**src/rtl/cam_seq_if.sv**
```systemverilog
// cam_seq_if: Nios command/status and CCD frame handshake bundle for cam_capture_sequencer
//   master: Nios/CCD side (drives cmd_start, cmd_abort, cmd_ack, frame_valid)
//   slave : sequencer side (drives run_pulse, capture_pulse, busy, done, error, frame_count)
interface cam_seq_if #(parameter int FCNT_W = 16);
  logic              cmd_start;
  logic              cmd_abort;
  logic              cmd_ack;
  logic              frame_valid;
  logic              run_pulse;
  logic              capture_pulse;
  logic              busy;
  logic              done;
  logic              error;
  logic [FCNT_W-1:0] frame_count;
  modport master (
    output cmd_start, cmd_abort, cmd_ack, frame_valid,
    input  run_pulse, capture_pulse, busy, done, error, frame_count
  );
  modport slave (
    input  cmd_start, cmd_abort, cmd_ack, frame_valid,
    output run_pulse, capture_pulse, busy, done, error, frame_count
  );
endinterface

```
**src/rtl/cam_capture_sequencer.sv**
```systemverilog
// cam_capture_sequencer: single-frame CCD capture sequencing on a Nios start command
//   clk    : pixel clock, all inputs synchronous to it
//   resetN : asynchronous active-low reset
//   bus    : cam_seq_if.slave (Nios commands, CCD frame_valid, registered status/pulses)
//   Optional watchdog enabled by defining CAM_SEQ_TIMEOUT_EN; otherwise error never asserts.
module cam_capture_sequencer #(
  parameter int SKIP_FRAMES    = 2,
  parameter int FCNT_W         = 16,
  parameter int TIMEOUT_CYCLES = 5000000
) (
  input logic      clk,
  input logic      resetN,
  cam_seq_if.slave bus
);
  typedef enum logic [2:0] {IDLE, START_RUN, SKIP, ARM, WAIT_START, WAIT_END, DONE, ERROR} state_t;
  localparam int SKW = $clog2(SKIP_FRAMES + 2);
  state_t            state_q, state_d;
  logic              start_dly_q, start_dly_d;
  logic              fv_dly_q, fv_dly_d;
  logic [SKW-1:0]    skip_cnt_q, skip_cnt_d;
  logic [FCNT_W-1:0] frame_count_q, frame_count_d;
  logic              run_pulse_q, run_pulse_d;
  logic              capture_pulse_q, capture_pulse_d;
  logic              busy_q, busy_d;
  logic              done_q, done_d;
  logic              error_q, error_d;
  logic              start_rise, fv_rise, fv_fall, active, timeout;
  assign start_rise = bus.cmd_start & ~start_dly_q;
  assign fv_rise    = bus.frame_valid & ~fv_dly_q;
  assign fv_fall    = ~bus.frame_valid & fv_dly_q;
  assign active     = state_q inside {SKIP, ARM, WAIT_START, WAIT_END};
`ifdef CAM_SEQ_TIMEOUT_EN
  localparam int WDW = $clog2(TIMEOUT_CYCLES + 1);
  logic [WDW-1:0] wd_q, wd_d;
  // Restarted when leaving START_RUN (entry to SKIP/ARM) and on every frame edge.
  always_comb
    wd_d = (state_q == START_RUN || fv_rise || fv_fall) ? '0 :
           active ? wd_q + 1'b1 : wd_q;
  always_ff @(posedge clk or negedge resetN)
    if (!resetN) wd_q <= '0;
    else         wd_q <= wd_d;
  assign timeout = active && wd_q == WDW'(TIMEOUT_CYCLES - 1);
`else
  logic unused_timeout;
  assign unused_timeout = ^TIMEOUT_CYCLES;
  assign timeout = 1'b0;
`endif
  always_comb begin
    start_dly_d   = bus.cmd_start;
    fv_dly_d      = bus.frame_valid;
    state_d       = state_q;
    skip_cnt_d    = skip_cnt_q;
    frame_count_d = (state_q != IDLE && state_q != DONE && state_q != ERROR && fv_fall && frame_count_q != '1)
                    ? frame_count_q + 1'b1 : frame_count_q;
    if (bus.cmd_abort) state_d = IDLE;
    else if (timeout) state_d = ERROR;
    else
      case (state_q)
        IDLE:
          if (start_rise) begin
            state_d       = START_RUN;
            frame_count_d = '0;
            skip_cnt_d    = '0;
          end
        START_RUN:  state_d = (SKIP_FRAMES == 0) ? ARM : SKIP;
        SKIP:
          if (skip_cnt_q == SKW'(SKIP_FRAMES)) state_d = ARM;
          else if (fv_fall) skip_cnt_d = skip_cnt_q + 1'b1;
        // Arm only in the blank so capture applies to a whole upcoming frame.
        ARM:        state_d = bus.frame_valid ? ARM : WAIT_START;
        WAIT_START: state_d = fv_rise ? WAIT_END : WAIT_START;
        WAIT_END:   state_d = fv_fall ? DONE : WAIT_END;
        DONE:       state_d = bus.cmd_ack ? IDLE : DONE;
        ERROR:      state_d = bus.cmd_ack ? IDLE : ERROR;
        default:    state_d = IDLE;
      endcase
    // Outputs are decoded from the next state so they register in step with it.
    run_pulse_d     = state_q == IDLE && state_d == START_RUN;
    capture_pulse_d = state_q == ARM && state_d == WAIT_START;
    busy_d          = state_d inside {START_RUN, SKIP, ARM, WAIT_START, WAIT_END};
    done_d          = state_d == DONE;
    error_d         = state_d == ERROR;
  end
  always_ff @(posedge clk or negedge resetN)
    if (!resetN) begin
      state_q         <= IDLE;
      start_dly_q     <= 1'b0;
      fv_dly_q        <= 1'b0;
      skip_cnt_q      <= '0;
      frame_count_q   <= '0;
      run_pulse_q     <= 1'b0;
      capture_pulse_q <= 1'b0;
      busy_q          <= 1'b0;
      done_q          <= 1'b0;
      error_q         <= 1'b0;
    end else begin
      state_q         <= state_d;
      start_dly_q     <= start_dly_d;
      fv_dly_q        <= fv_dly_d;
      skip_cnt_q      <= skip_cnt_d;
      frame_count_q   <= frame_count_d;
      run_pulse_q     <= run_pulse_d;
      capture_pulse_q <= capture_pulse_d;
      busy_q          <= busy_d;
      done_q          <= done_d;
      error_q         <= error_d;
    end
  assign bus.run_pulse     = run_pulse_q;
  assign bus.capture_pulse = capture_pulse_q;
  assign bus.busy          = busy_q;
  assign bus.done          = done_q;
  assign bus.error         = error_q;
  assign bus.frame_count   = frame_count_q;
endmodule

```
**src/flat_wrapper.sv**
```systemverilog
// flat-port wrapper written by rule: the top's interface ports become plain ports
module cam_capture_sequencer_flat 
#(
  parameter int SKIP_FRAMES    = 2,
  parameter int FCNT_W         = 16,
  parameter int TIMEOUT_CYCLES = 5000000
)
  (clk, resetN, bus_cmd_start, bus_cmd_abort, bus_cmd_ack, bus_frame_valid, bus_run_pulse, bus_capture_pulse, bus_busy, bus_done, bus_error, bus_frame_count);
  cam_seq_if #(.FCNT_W(FCNT_W)) bus_i ();
  input logic clk;
  input logic resetN;
  input wire logic [$bits(bus_i.cmd_start)-1:0] bus_cmd_start;
  input wire logic [$bits(bus_i.cmd_abort)-1:0] bus_cmd_abort;
  input wire logic [$bits(bus_i.cmd_ack)-1:0] bus_cmd_ack;
  input wire logic [$bits(bus_i.frame_valid)-1:0] bus_frame_valid;
  output wire logic [$bits(bus_i.run_pulse)-1:0] bus_run_pulse;
  output wire logic [$bits(bus_i.capture_pulse)-1:0] bus_capture_pulse;
  output wire logic [$bits(bus_i.busy)-1:0] bus_busy;
  output wire logic [$bits(bus_i.done)-1:0] bus_done;
  output wire logic [$bits(bus_i.error)-1:0] bus_error;
  output wire logic [$bits(bus_i.frame_count)-1:0] bus_frame_count;
  assign bus_i.cmd_start = bus_cmd_start;
  assign bus_i.cmd_abort = bus_cmd_abort;
  assign bus_i.cmd_ack = bus_cmd_ack;
  assign bus_i.frame_valid = bus_frame_valid;
  assign bus_run_pulse = bus_i.run_pulse;
  assign bus_capture_pulse = bus_i.capture_pulse;
  assign bus_busy = bus_i.busy;
  assign bus_done = bus_i.done;
  assign bus_error = bus_i.error;
  assign bus_frame_count = bus_i.frame_count;
  cam_capture_sequencer #(.SKIP_FRAMES(SKIP_FRAMES), .FCNT_W(FCNT_W), .TIMEOUT_CYCLES(TIMEOUT_CYCLES)) u_core (.clk(clk), .resetN(resetN), .bus(bus_i));
endmodule
```
**config.mk**
```make
export PLATFORM = sky130hd
export DESIGN_NAME = cam_capture_sequencer_flat
export DESIGN_NICKNAME = d
export VERILOG_FILES = /design/src/rtl/cam_seq_if.sv /design/src/rtl/cam_capture_sequencer.sv /design/src/flat_wrapper.sv
export SDC_FILE = /design/constraint.sdc
export NUM_CORES = 1
export LEC_CHECK = 0
export ABC_AREA = 1
export CORE_ASPECT_RATIO = 0.9
export CORE_MARGIN = 2
export CORE_UTILIZATION = 59
export CTS_CLUSTER_DIAMETER = 100
export DETAILED_ROUTE_END_ITERATION = 10
export DONT_BUFFER_PORTS = 1
export PLACE_DENSITY = 0.75
export SETUP_SLACK_MARGIN = 0.2
export SLEW_MARGIN = 20
export SYNTH_ARGS = -nofsm -noshare
export SYNTH_HDL_FRONTEND = slang
export SYNTH_SLANG_ARGS = --single-unit
```
**constraint.sdc**
```tcl
create_clock -name clk -period 4.7 [get_ports clk]
set_input_delay 0.705 -clock clk [delete_from_list [all_inputs] [get_ports clk]]
set_output_delay 0.705 -clock clk [all_outputs]
set_load 0.02 [all_outputs]
```
# Word-level counts from Yosys, hierarchy flattened
# Index checks and enable logic that the tools add are counted.
[word_totals] reg_bits=28 in_bits=6 elab_cells=68 out_inout_bits=21
[classes] n_eq_ne=21 n_addsub=2 bitwise=7 n_mux=17 n_reduce_logical=11
[op_table] cell="$mux 16" n=4
[op_table] cell="$eq 3x3->1 const B" n=8
[op_table] cell="$pmux 3 s8" n=1
[op_table] cell="$mux 3" n=6
[op_table] cell="$add 16x1->16 const B" n=1
[op_table] cell="$ne 16x16->1 const B" n=1
[op_table] cell="$eq 3x2->1 const B" n=4
[op_table] cell="$mux 2" n=4
[op_table] cell="$eq 3x1->1 const B" n=2
[op_table] cell="$logic_and 1x1->1" n=6
[op_table] cell="$ne 3x3->1 const B" n=2
[op_table] cell="$reduce_and 5->1" n=1
[op_table] cell="$reduce_bool 5->1" n=1
[op_table] cell="$ne 2x1->1 const B" n=2
[op_table] cell="$not 1->1" n=4
[op_table] cell="$pmux 2 s2" n=1
[op_table] cell="$and 1x1->1" n=3
[op_table] cell="$logic_not 3->1" n=1
[op_table] cell="$reduce_bool 3->1" n=1
[op_table] cell="$add 2x1->2 const B" n=1
[op_table] cell="$eq 2x2->1 const B" n=1
[op_table] cell="$ne 2x2->1 const B" n=1
[op_table] cell="$reduce_bool 2->1" n=1
[op_table] cell="$mux 1" n=1

# Longest topological paths before layout
[depth] ltp_word=9 mapped_depth=12 ltp_nobuf=11

# Worst setup path before layout
# No wires, ideal clock.
[synth_timing] path_kind="register to register" startpoint="register u_core.frame_count_q[1], in the netlist u_core.bus.frame_count[1]" endpoint="register u_core.frame_count_q[6], in the netlist u_core.bus.frame_count[6]" n_path_buf=1 period_less_slack_ns=1.654 required_ns=4.579 stages_incl_launch_ff=12 setup_slack_ns=3.046 t_arrival_ns=1.533 setup_time_ns=0.121 cell_sequence="dfrtp_1 -> ha_1 -> nand2_2 -> nor2_4 -> nand2_2 -> clkinv_2 -> nand2_4 -> nand2_4 -> inv_2 -> buf_6 -> o21ai_1 -> nor2_1"
[synth_via] elab_chain_cells=6 word_cells_on_any_way=7 cone_classes="1 x add/sub; 1 x eq/ne; 4 x mux; 1 x reduce/logical"
[synth_lines] item="from (decl)" line="cam_capture_sequencer.sv:21" source="logic [FCNT_W-1:0] frame_count_q, frame_count_d;"
[synth_lines] item="from (signal assigned)" line="cam_capture_sequencer.sv:101" source="frame_count_q <= frame_count_d;"
[synth_lines] item="branches (longest 2 deep; another with $add 16x1->16)"
[synth_lines] item="$mux 16 *" line="cam_capture_sequencer.sv:54" source="? frame_count_q + 1'b1 : frame_count_q;"
[synth_lines] item="$mux 16" line="cam_capture_sequencer.sv:60" source="if (start_rise) begin"
[synth_lines] item="$mux 16" line="cam_capture_sequencer.sv:58" source="case (state_q)"
[synth_lines] item="$mux 16 *" line="cam_capture_sequencer.sv:55" source="if (bus.cmd_abort) state_d = IDLE;"
[synth_lines] item="via u_core.frame_count_d[6]" line="cam_capture_sequencer.sv:21"
# Mark *: on every way through the listed nets, which the timed path passes.
# A chain may end at the register's enable or synchronous reset.

# Worst setup path in the final report
[layout_timing] startpoint="register u_core.frame_count_q[0], in the netlist u_core.bus.frame_count[0]" endpoint="register u_core.frame_count_q[8], in the netlist u_core.bus.frame_count[8]"
# Same word-level chain as after synthesis.

==> flow_summary_export.csv <==
group,metric,value,unit
run_status,status,"finished, final reports clean",
floorplan,die_w,60.0,µm
setup_path,critPathArrivalTime,2.15,ns
power,power.leakage,0.909,nW
global_route,antenna_found_initial,0,
logic_synthesis,synth.distinct_cells,24,
timing,setup_viol_count_final,0,
timing,hold_violations,0,
power,p_int,0.000432,W
route,drc,0,
place,numPortBuffers,0,
cts,cts_tree,"yes",
timing,rsz0062_at_grt,"false",
route,wl,3170,µm
cts,cts_hold_buf,0,
power,clock_power_share,14.5,%
route,drtAntennaViolNets,0,
route,via_count,1356,
timing,fin_crit,1.90,ns
cts,cts_buffer_depth,2,
cts,clock-sinks,28,
timing,fin_tns_setup,0,ns
logic_synthesis,synth_cells,230,
logic_synthesis,synth_top_area_share,42.1,%
cts,cts-root-buf,"clkbuf_4",
timing,maxSlewHeadroom,75.2,%
place,dp.cells,266,
cts,ctsResizeCount,0,
setup_path,critical_path_class,"flip-flop to flip-flop",
power,netSwitchingFraction,45.9,%
logic_synthesis,post_synth.cell_area_avg,7.23,µm²
timing,skew,0.0158,ns
logic_synthesis,synth_nets,238,
timing,max_freq,0.527,GHz
global_route,grt_pass1_wl,5460,µm
logic_synthesis,ys_warn_count,0,
logic_synthesis,synth_top_area_cell,"dfrtp_1",
finish,final_util,62.7,%
finish,antenna_cells,0,
timing,worst_pin_slew,0.372,ns
run,max_cap_viol_count,0,
timing,final_max_slew_viol_count,0,
power,power_switching,0.000367,W
power,cellPowerDensity,468,mW/mm²
cts,postCtsSetupRepairBufs,0,
setup_path,crit_fanout,13,
setup_path,r2r_setup_slack,2.80,ns
route,drt_iter0_drc,56,
route,avgViaCountPerCell,5.02,
power,power_frac_seq,55.4,%
place,dp_hpwl,2340,µm
cts,clk_pin_slew,0.15,ns
floorplan,fp-row-count,18,
cts,cts_max_level,1,
min_path,hp-class,"primary input to async pin",
logic_synthesis,ys_seq_area_share,42.1,%
global_route,grt_pass1_vias,1252,
timing,whs,0.0377,ns
power,ir_drop,0.262,mV
cts,cts_buffers,3,
finish,drive_above_1_share,7.83,%
logic_synthesis,ys_ff_latch,28,
finish,area_delta_synth_final,2.71,%
global_route,grt-ovfl-total,0,
route,post_drt_wl_per_cell,11.8,µm
finish,fin_nets,239,
global_route,grt_usage,22.3,%
setup_path,critPathLaunchType,"flip-flop",
floorplan,ios,27,
logic_synthesis,netlist_area,0.00166,mm²
floorplan,core,0.00273,mm²
timing,min_period_over_period,40.3,%
logic_synthesis,synth_area_leaders,"dfrtp_1, nand2_1, inv_1, nor2_1, nand4_1",
floorplan,die-area,0.00326,mm²
cts,clk_latency,0.33,ns
global_route,grt_max_degree,29,
floorplan,initial_core_util,61.0,%
place,gp_congestion,0.925,
power,comb_power_share,30.1,%
floorplan,fp.dieH,54.4,µm
route,drtPass1Iterations,4,
finish,finalNonFillerCells,270,
setup_path,cp-end-kind,"flip-flop",
setup_path,cp.required,4.96,ns
power,p_total,0.000800,W
worst max-delay path, cell delays in order (launching register included):
cell and delay (ns):
dfrtp_1 0.53, ha_1 0.32, nand2_2 0.11, nor2_4 0.04, nand2_2 0.08, clkinv_2 0.09, nand2_4 0.10, nand2_4 0.10
inv_2 0.21, nand2_1 0.09, a21oi_1 0.14
placed cells by master, fill, tap and decap left out, drive strengths merged:
cell and n:
inv 38, nand3 7, nor3 5, clkbuf 4, o21ai 15, dfrtp 28
nand2 73, o21a 1, clkinv 2, a21oi 5, xor2 5, ha 2
nor2 34, nand4 11
logic make-up (layout without fill, tap and decap cells):
family | Yosys count | after routing | share of synthesized area [%]
flip-flops | 28 | 28 | 42.1
buffers and inverters | 44 | 44 | 11.6
AO/OA/AOI/OAI | 21 | 21 | 6.47
XOR/XNOR | 5 | 5 | 2.63
AND/OR/NAND/NOR | 130 | 130 | 35.7
adder cells (fa/ha/maj) | 2 | 2 | 1.50
final timing paths:
kind,startpoint,end,cells after the start
setup / recovery,u_core.bus.frame_count[0],u_core.bus.frame_count[8],10
hold / removal,resetN,u_core.fv_dly_q,0
setup reg to reg,u_core.bus.frame_count[0],u_core.bus.frame_count[8],10
hold reg to reg,u_core.skip_cnt_q[0],u_core.skip_cnt_q[0],1
max in group asynchronous,resetN,u_core.bus.done,0
min in group clk,bus_frame_valid,u_core.fv_dly_q,0
sequential cells by signal (all words and copies together) (netlist names):
register and flops:
u_core.bus.error 1, u_core.bus.busy 1, u_core.bus.frame_count 16, u_core.state_q 3, u_core.bus.capture_pulse 1, u_core.bus.done 1
u_core.skip_cnt_q 2, u_core.start_dly_q 1, u_core.fv_dly_q 1, u_core.bus.run_pulse 1
layout make-up:
type	instances	area [µm²]
fill	256	1020
multi-input combinational	158	769
sequential	28	701
inverter	40	151
tap	40	50.0
clock buffer	4	36.3
routing by layer:
layer | GRT usage, % | share of wire [%] | up-vias | routed length [µm]
met2 | 32.4 | 39 | 45 | 1250
met4 | 5.93 | 1.2 | 0 | 37
met1 | 33.0 | 53 | 590 | 1670
met3 | 5.67 | 6.8 | 9 | 216
met5 | 0 | 0 | - | 0
li1 | - | - | 712 | -
metrics by stage:
stage | instance area (µm²) | setup WS (ns)
6_report | 1710 | 2.80
3_5_place_dp | 1670 | 2.84
2_1_floorplan | 1660 | 3.05
3_3_place_gp | 1670 | 2.90
4_1_cts | 1710 | 2.81
5_1_grt | 1710 | 2.63
power groups by stage:
stage	Clock, W	Sequential, W	Combinational [W]
finish	0.000116	0.000443	0.000241
CTS	0.000121	0.000443	0.000240
detailed placement	0	0.000447	0.000238
global placement	0	0.000447	0.000236
global route	0.000131	0.000454	0.000282
floorplan	0	0.000418	0.000225
synthesized netlist by cell type (all sizes together):
cell and count:
dfrtp 28, nand2 73, buf 4, inv 38, o21ai 15, o21a 1, xor2 5, nor2 34
clkinv 2, nand4 11, a21oi 5, nor3 5, ha 2, nand3 7
Power figures use the tool's default switching activity.
==> edit 1: new RTL, config.mk and constraints unchanged <==
`SKIP_FRAMES` is set to 2 in 2 places; all go to 4.
--- a/src/rtl/cam_capture_sequencer.sv
+++ b/src/rtl/cam_capture_sequencer.sv
@@ -4,7 +4,7 @@
 //   bus    : cam_seq_if.slave (Nios commands, CCD frame_valid, registered status/pulses)
 //   Optional watchdog enabled by defining CAM_SEQ_TIMEOUT_EN; otherwise error never asserts.
 module cam_capture_sequencer #(
-  parameter int SKIP_FRAMES    = 2,
+  parameter int SKIP_FRAMES    = 4,
   parameter int FCNT_W         = 16,
   parameter int TIMEOUT_CYCLES = 5000000
 ) (
--- a/src/flat_wrapper.sv
+++ b/src/flat_wrapper.sv
@@ -1,7 +1,7 @@
 // flat-port wrapper written by rule: the top's interface ports become plain ports
 module cam_capture_sequencer_flat 
 #(
-  parameter int SKIP_FRAMES    = 2,
+  parameter int SKIP_FRAMES    = 4,
   parameter int FCNT_W         = 16,
   parameter int TIMEOUT_CYCLES = 5000000
 )
Behaviour: not the same (a bounded check fails within 10 cycles, from zero or initial values and one cycle with resetN low).
==> edit 1 against the unedited design <==
- sequential cell count grew 1
- total power grew 12%
- via count grew 3.8%
- cell area grew 8.8%
- largest power group unchanged
- routed wire length grew 4.7%
- clock power grew 83%
- area after synthesis grew 5.9%
- worst setup slack gained 0.092 ns
- core utilization grew 3.9 points
- synthesized cell count grew 4.8%
- critical path depth grew 1
==> edit 1: results (changes against the unedited design) <==
<table>
<tr><th>Metric</th><th>Value</th></tr>
<tr><th colspan="2">Global routing</th></tr>
<tr><td>Global-route met2 utilization</td><td>0.275 (-0.0491)</td></tr>
<tr><td>Gr usage total</td><td>0.221 (-0.00258)</td></tr>
<tr><td>Via count of the first global-routing pass</td><td>1271 (+1.5%)</td></tr>
<tr><td>Maximum number of pins on one net before global-route repair</td><td>30 (+3.4%)</td></tr>
<tr><td>Global-route wire length before repair</td><td>5620 um (+2.9%)</td></tr>
<tr><th colspan="2">Power and ir drop</th></tr>
<tr><td>Clk power</td><td>212 uW (+83%)</td></tr>
<tr><td>Portion of total power attributed to combinational logic</td><td>0.275 (-0.026)</td></tr>
<tr><td>Leakage power figure</td><td>0.966 nW (+6.3%)</td></tr>
<tr><th colspan="2">Placement</th></tr>
<tr><td>HPWL Detailed</td><td>2420 um (+3.6%)</td></tr>
<tr><td>Gp weighted congestion</td><td>0.860 (-7.1%)</td></tr>
<tr><th colspan="2">Finish</th></tr>
<tr><td>Final #Nets</td><td>253 (+5.9%)</td></tr>
<tr><td>Share of cells above drive strength 1</td><td>0.127 (+0.0483)</td></tr>
<tr><th colspan="2">STA</th></tr>
<tr><td>Worst hold slack</td><td>0.0531 ns (+0.0153 ns)</td></tr>
<tr><td>Slew at the pin with the worst max-slew slack</td><td>0.423 ns (+0.0518 ns)</td></tr>
<tr><th colspan="2">Yosys</th></tr>
<tr><td>Unique cell type count in the Yosys netlist</td><td>30 (+25%)</td></tr>
<tr><td>Sequential share of the synthesized area</td><td>0.412 (-0.00944)</td></tr>
<tr><th colspan="2">Clocking</th></tr>
<tr><td>CTS HTree Levels</td><td>2 (+1)</td></tr>
<tr><td>Number of buffers created by CTS</td><td>5 (+2)</td></tr>
<tr><td>Reg clk slew, reported paths</td><td>0.09 ns (-0.06 ns)</td></tr>
<tr><th colspan="2">Routing</th></tr>
<tr><td>Detailed-routing wirelength on met1</td><td>1770 um (+5.8%)</td></tr>
<tr><td>Count of routing violations after the opening detailed-route iteration</td><td>92 (+64%)</td></tr>
<tr><td>Amount of wire on met3 after detailed routing</td><td>239 um (+11%)</td></tr>
<tr><td>Wire length reported by the detailed router</td><td>3320 um (+4.7%)</td></tr>
<tr><th colspan="2">Worst setup path</th></tr>
<tr><td>WP data arrival</td><td>2.03 ns (-0.12 ns)</td></tr>
<tr><td>CP delay by family, top</td><td>simple AND/OR/NAND/NOR gates</td></tr>
<tr><td>R2r setup slk</td><td>2.90 ns (+0.09 ns)</td></tr>
<tr><td>Maximum fanout along the worst path</td><td>14 (+1)</td></tr>
<tr><th colspan="2">Run status</th></tr>
<tr><td>Status</td><td>completed</td></tr>
</table>
[edit 1: changes by cell type in the layout (fill, tap and decap cells not counted), moves of 2 or more]
| cell | delta |
|---|---|
| sky130_fd_sc_hd__a21oi_1 | -4 |
| sky130_fd_sc_hd__a21oi_2 | +3 |
| sky130_fd_sc_hd__clkbuf_4 | +2 |
| sky130_fd_sc_hd__inv_1 | +2 |
| sky130_fd_sc_hd__nand2_1 | +2 |
| sky130_fd_sc_hd__nand2_2 | +3 |
| sky130_fd_sc_hd__nor2_1 | +2 |
| sky130_fd_sc_hd__nor2_4 | +2 |
| sky130_fd_sc_hd__xor2_1 | -3 |
[edit 1: final cells by class]
class	instances	area, um^2	area share
Clock buffer	7	55.1	0.0296
Clock inverter	1	30.0	0.0162
Inverter	42	165	0.0889
Sequential cell	29	726	0.391
Multi-Input combinational cell	166	832	0.448
Tap cell	40	50.0	0.0269
[edit 1: per-stage QoR]
| stage | setup WS, ns | utilization | area (um^2) | total power, mW | instances |
|---|---|---|---|---|---|
| after floorplan | 3.08 | - | 1760 | 0.641 | 241 |
| after global placement | 2.92 | 0.635 | 1770 | 0.681 | 277 |
| after detailed placement | 2.91 | 0.635 | 1770 | 0.685 | 277 |
| after CTS | 2.89 | 0.665 | 1860 | 0.900 | 285 |
| after global routing | 2.76 | 0.665 | 1860 | 0.961 | 285 |
| final | 2.90 | 0.665 | 1860 | 0.895 | 285 |
[edit 1: cell families (layout without fill, tap and decap cells)]
logic type,count (synthesis),after routing,share of synthesized area
adders and majority gates,3,3,0.0213
xor gates and xnor gates,3,3,0.0149
AOI/OAI and AO/OA,22,22,0.0767
DFF,29,29,0.412
buffers and inverters,46,50,0.116
and+or+nand+nor,138,138,0.359
==> edit 2: new RTL, same flow settings <==
Made on the original files. The option `CAM_SEQ_TIMEOUT_EN` is turned on by a define.
--- a/src/rtl/cam_capture_sequencer.sv
+++ b/src/rtl/cam_capture_sequencer.sv
@@ -3,6 +3,8 @@
 //   resetN : asynchronous active-low reset
 //   bus    : cam_seq_if.slave (Nios commands, CCD frame_valid, registered status/pulses)
 //   Optional watchdog enabled by defining CAM_SEQ_TIMEOUT_EN; otherwise error never asserts.
+`define CAM_SEQ_TIMEOUT_EN
+
 module cam_capture_sequencer #(
   parameter int SKIP_FRAMES    = 2,
   parameter int FCNT_W         = 16,
Behaviour: same outputs for any inputs over 10 cycles, from zero or initial values and one cycle with resetN low; that may be too few to reach the edited logic, so the function may still have changed.
==> edit 2 against the unedited design <==
- worst setup slack worse by 0.46 ns
- via count grew 110%
- combinational power fell by 63%
- sequential cell count grew 23
- area after synthesis is 86% higher
- global-route usage up 3.4 points
- sequential power grew 17%
- total power increased by 14%
- cell area up 88%
- synthesized cell count is 87% higher
- count of clock-buffer cells in the layout increased by 1
- cell count increased by 83%
- routed wire length grew 110%
- highest routed layer unchanged
==> edit 2: results (changes against the unedited design) <==
<table>
<tr><th>Metric</th><th>Value</th></tr>
<tr><th colspan="2">Routing</th></tr>
<tr><td>First-pass detailed-route iteration total</td><td>5 (+1)</td></tr>
<tr><td>Via count normalized by instance count</td><td>5.69 (+13%)</td></tr>
<tr><td>Count of routing violations after the opening detailed-route iteration</td><td>269 (+380%)</td></tr>
<tr><td>WL/cell</td><td>13.7 um (+17%)</td></tr>
<tr><td>Detailed-routing wirelength on met1</td><td>3410 um (+100%)</td></tr>
<tr><td>Amount of wire on met3 after detailed routing</td><td>392 um (+81%)</td></tr>
<tr><th colspan="2">Clocking</th></tr>
<tr><td>CTS HTree Levels</td><td>2 (+1)</td></tr>
<tr><td>Number of buffers created by CTS</td><td>5 (+2)</td></tr>
<tr><td>Reg clk slew, reported paths</td><td>0.10 ns (-0.05 ns)</td></tr>
<tr><td>Worst-skew pair later-pin latency</td><td>0.31 ns (-0.02 ns)</td></tr>
<tr><th colspan="2">Global routing</th></tr>
<tr><td>Gr usage total</td><td>0.257 (+0.0340)</td></tr>
<tr><td>Grt met1 use</td><td>0.392 (+0.0620)</td></tr>
<tr><td>Global-route met2 utilization</td><td>0.378 (+0.0535)</td></tr>
<tr><td>Met3 Usage GRT</td><td>0.0532 (-0.00352)</td></tr>
<tr><td>Global-route wire length before repair</td><td>11800 um (+120%)</td></tr>
<tr><td>Via count of the first global-routing pass</td><td>2547 (+100%)</td></tr>
<tr><th colspan="2">Placement</th></tr>
<tr><td>Gp weighted congestion</td><td>0.922 (-0.32%)</td></tr>
<tr><td>HPWL Detailed</td><td>4990 um (+110%)</td></tr>
<tr><th colspan="2">Finish</th></tr>
<tr><td>Final #Nets</td><td>437 (+83%)</td></tr>
<tr><td>Number of flip-flops in the largest register</td><td>23 (+7)</td></tr>
<tr><td>Count of placed standard cells in the final layout, fillers left out</td><td>494 (+83%)</td></tr>
<tr><td>Share of cells above drive strength 1</td><td>0.0536 (-0.0246)</td></tr>
<tr><th colspan="2">Yosys</th></tr>
<tr><td>Ranking of synthesized cells by instance count</td><td>97 x sky130_fd_sc_hd__nand2_1, 68 x sky130_fd_sc_hd__nor2_1, 51 x sky130_fd_sc_hd__dfrtp_1</td></tr>
<tr><td>Cells after synthesis</td><td>431 (+87%)</td></tr>
<tr><td>Unique cell type count in the Yosys netlist</td><td>35 (+46%)</td></tr>
<tr><th colspan="2">STA</th></tr>
<tr><td>Maximum clock skew at final layout</td><td>0.0145 ns (-0.00133 ns)</td></tr>
<tr><td>Highest Clock Rate</td><td>0.425 GHz (-19%)</td></tr>
<tr><th colspan="2">Power and ir drop</th></tr>
<tr><td>Peak ir drop on the vdd network</td><td>0.186 mV (-29%)</td></tr>
<tr><th colspan="2">Run status</th></tr>
<tr><td>Status</td><td>completed</td></tr>
<tr><th colspan="2">Worst setup path</th></tr>
<tr><td>Delay of the slowest cell on the worst path</td><td>0.56 ns (+0.03 ns)</td></tr>
<tr><td>Maximum fanout along the worst path</td><td>20 (+7)</td></tr>
</table>
-- edit 2: final cells by class --
type                    instances  area [um^2]
well taps                      65         81.3
flip-flops and latches         51         1280
fillers                       432         1740
clock buffers                   5         68.8
multi-input cells             319         1550
inverters                      51          194
clock inverters                 3         43.8
-- edit 2: where the power goes --
group | internal (mW) | switching (mW) | total, mW
Combinational | 0.0290 | 0.0591 | 0.0881
Sequential | 0.461 | 0.0591 | 0.520
Clock | 0.159 | 0.146 | 0.305
Total | 0.649 | 0.265 | 0.913
-- edit 2: final timing paths --
kind | slack (ns) | to | from | depth (start not counted)
hold reg to reg | 0.51 | u_core.skip_cnt_q[1] | u_core.skip_cnt_q[1] | 2
setup reg to reg | 2.35 | u_core.bus.frame_count[14] | u_core.bus.frame_count[0] | 8
hold / removal | 0.08 | u_core.bus.frame_count[9] | resetN | 0
max in group asynchronous | 4.52 | u_core.state_q[0] | resetN | 0
setup / recovery | 2.35 | u_core.bus.frame_count[14] | u_core.bus.frame_count[0] | 8
min in group clk | 0.43 | u_core.fv_dly_q | bus_frame_valid | 0
-- edit 2: worst max-delay path, delay by kind of cell, from the launching register on --
family | cells | cell delay (ns)
AOI/OAI and AO/OA | 1 | 0.27
adders and majority gates | 1 | 0.26
buffers and inverters | 1 | 0.35
DFF | 1 | 0.56
and+or+nand+nor | 5 | 0.80
-- edit 2: logic make-up (layout without fill, tap and decap cells) --
group | Yosys count | after routing | share of synthesized area
flip-flops | 51 | 51 | 0.413
AO/OA/AOI/OAI | 45 | 45 | 0.0795
adder cells (fa/ha/maj) | 3 | 3 | 0.0122
AND/OR/NAND/NOR | 264 | 264 | 0.392
XOR/XNOR | 7 | 7 | 0.0199
buffers and inverters | 61 | 59 | 0.0835
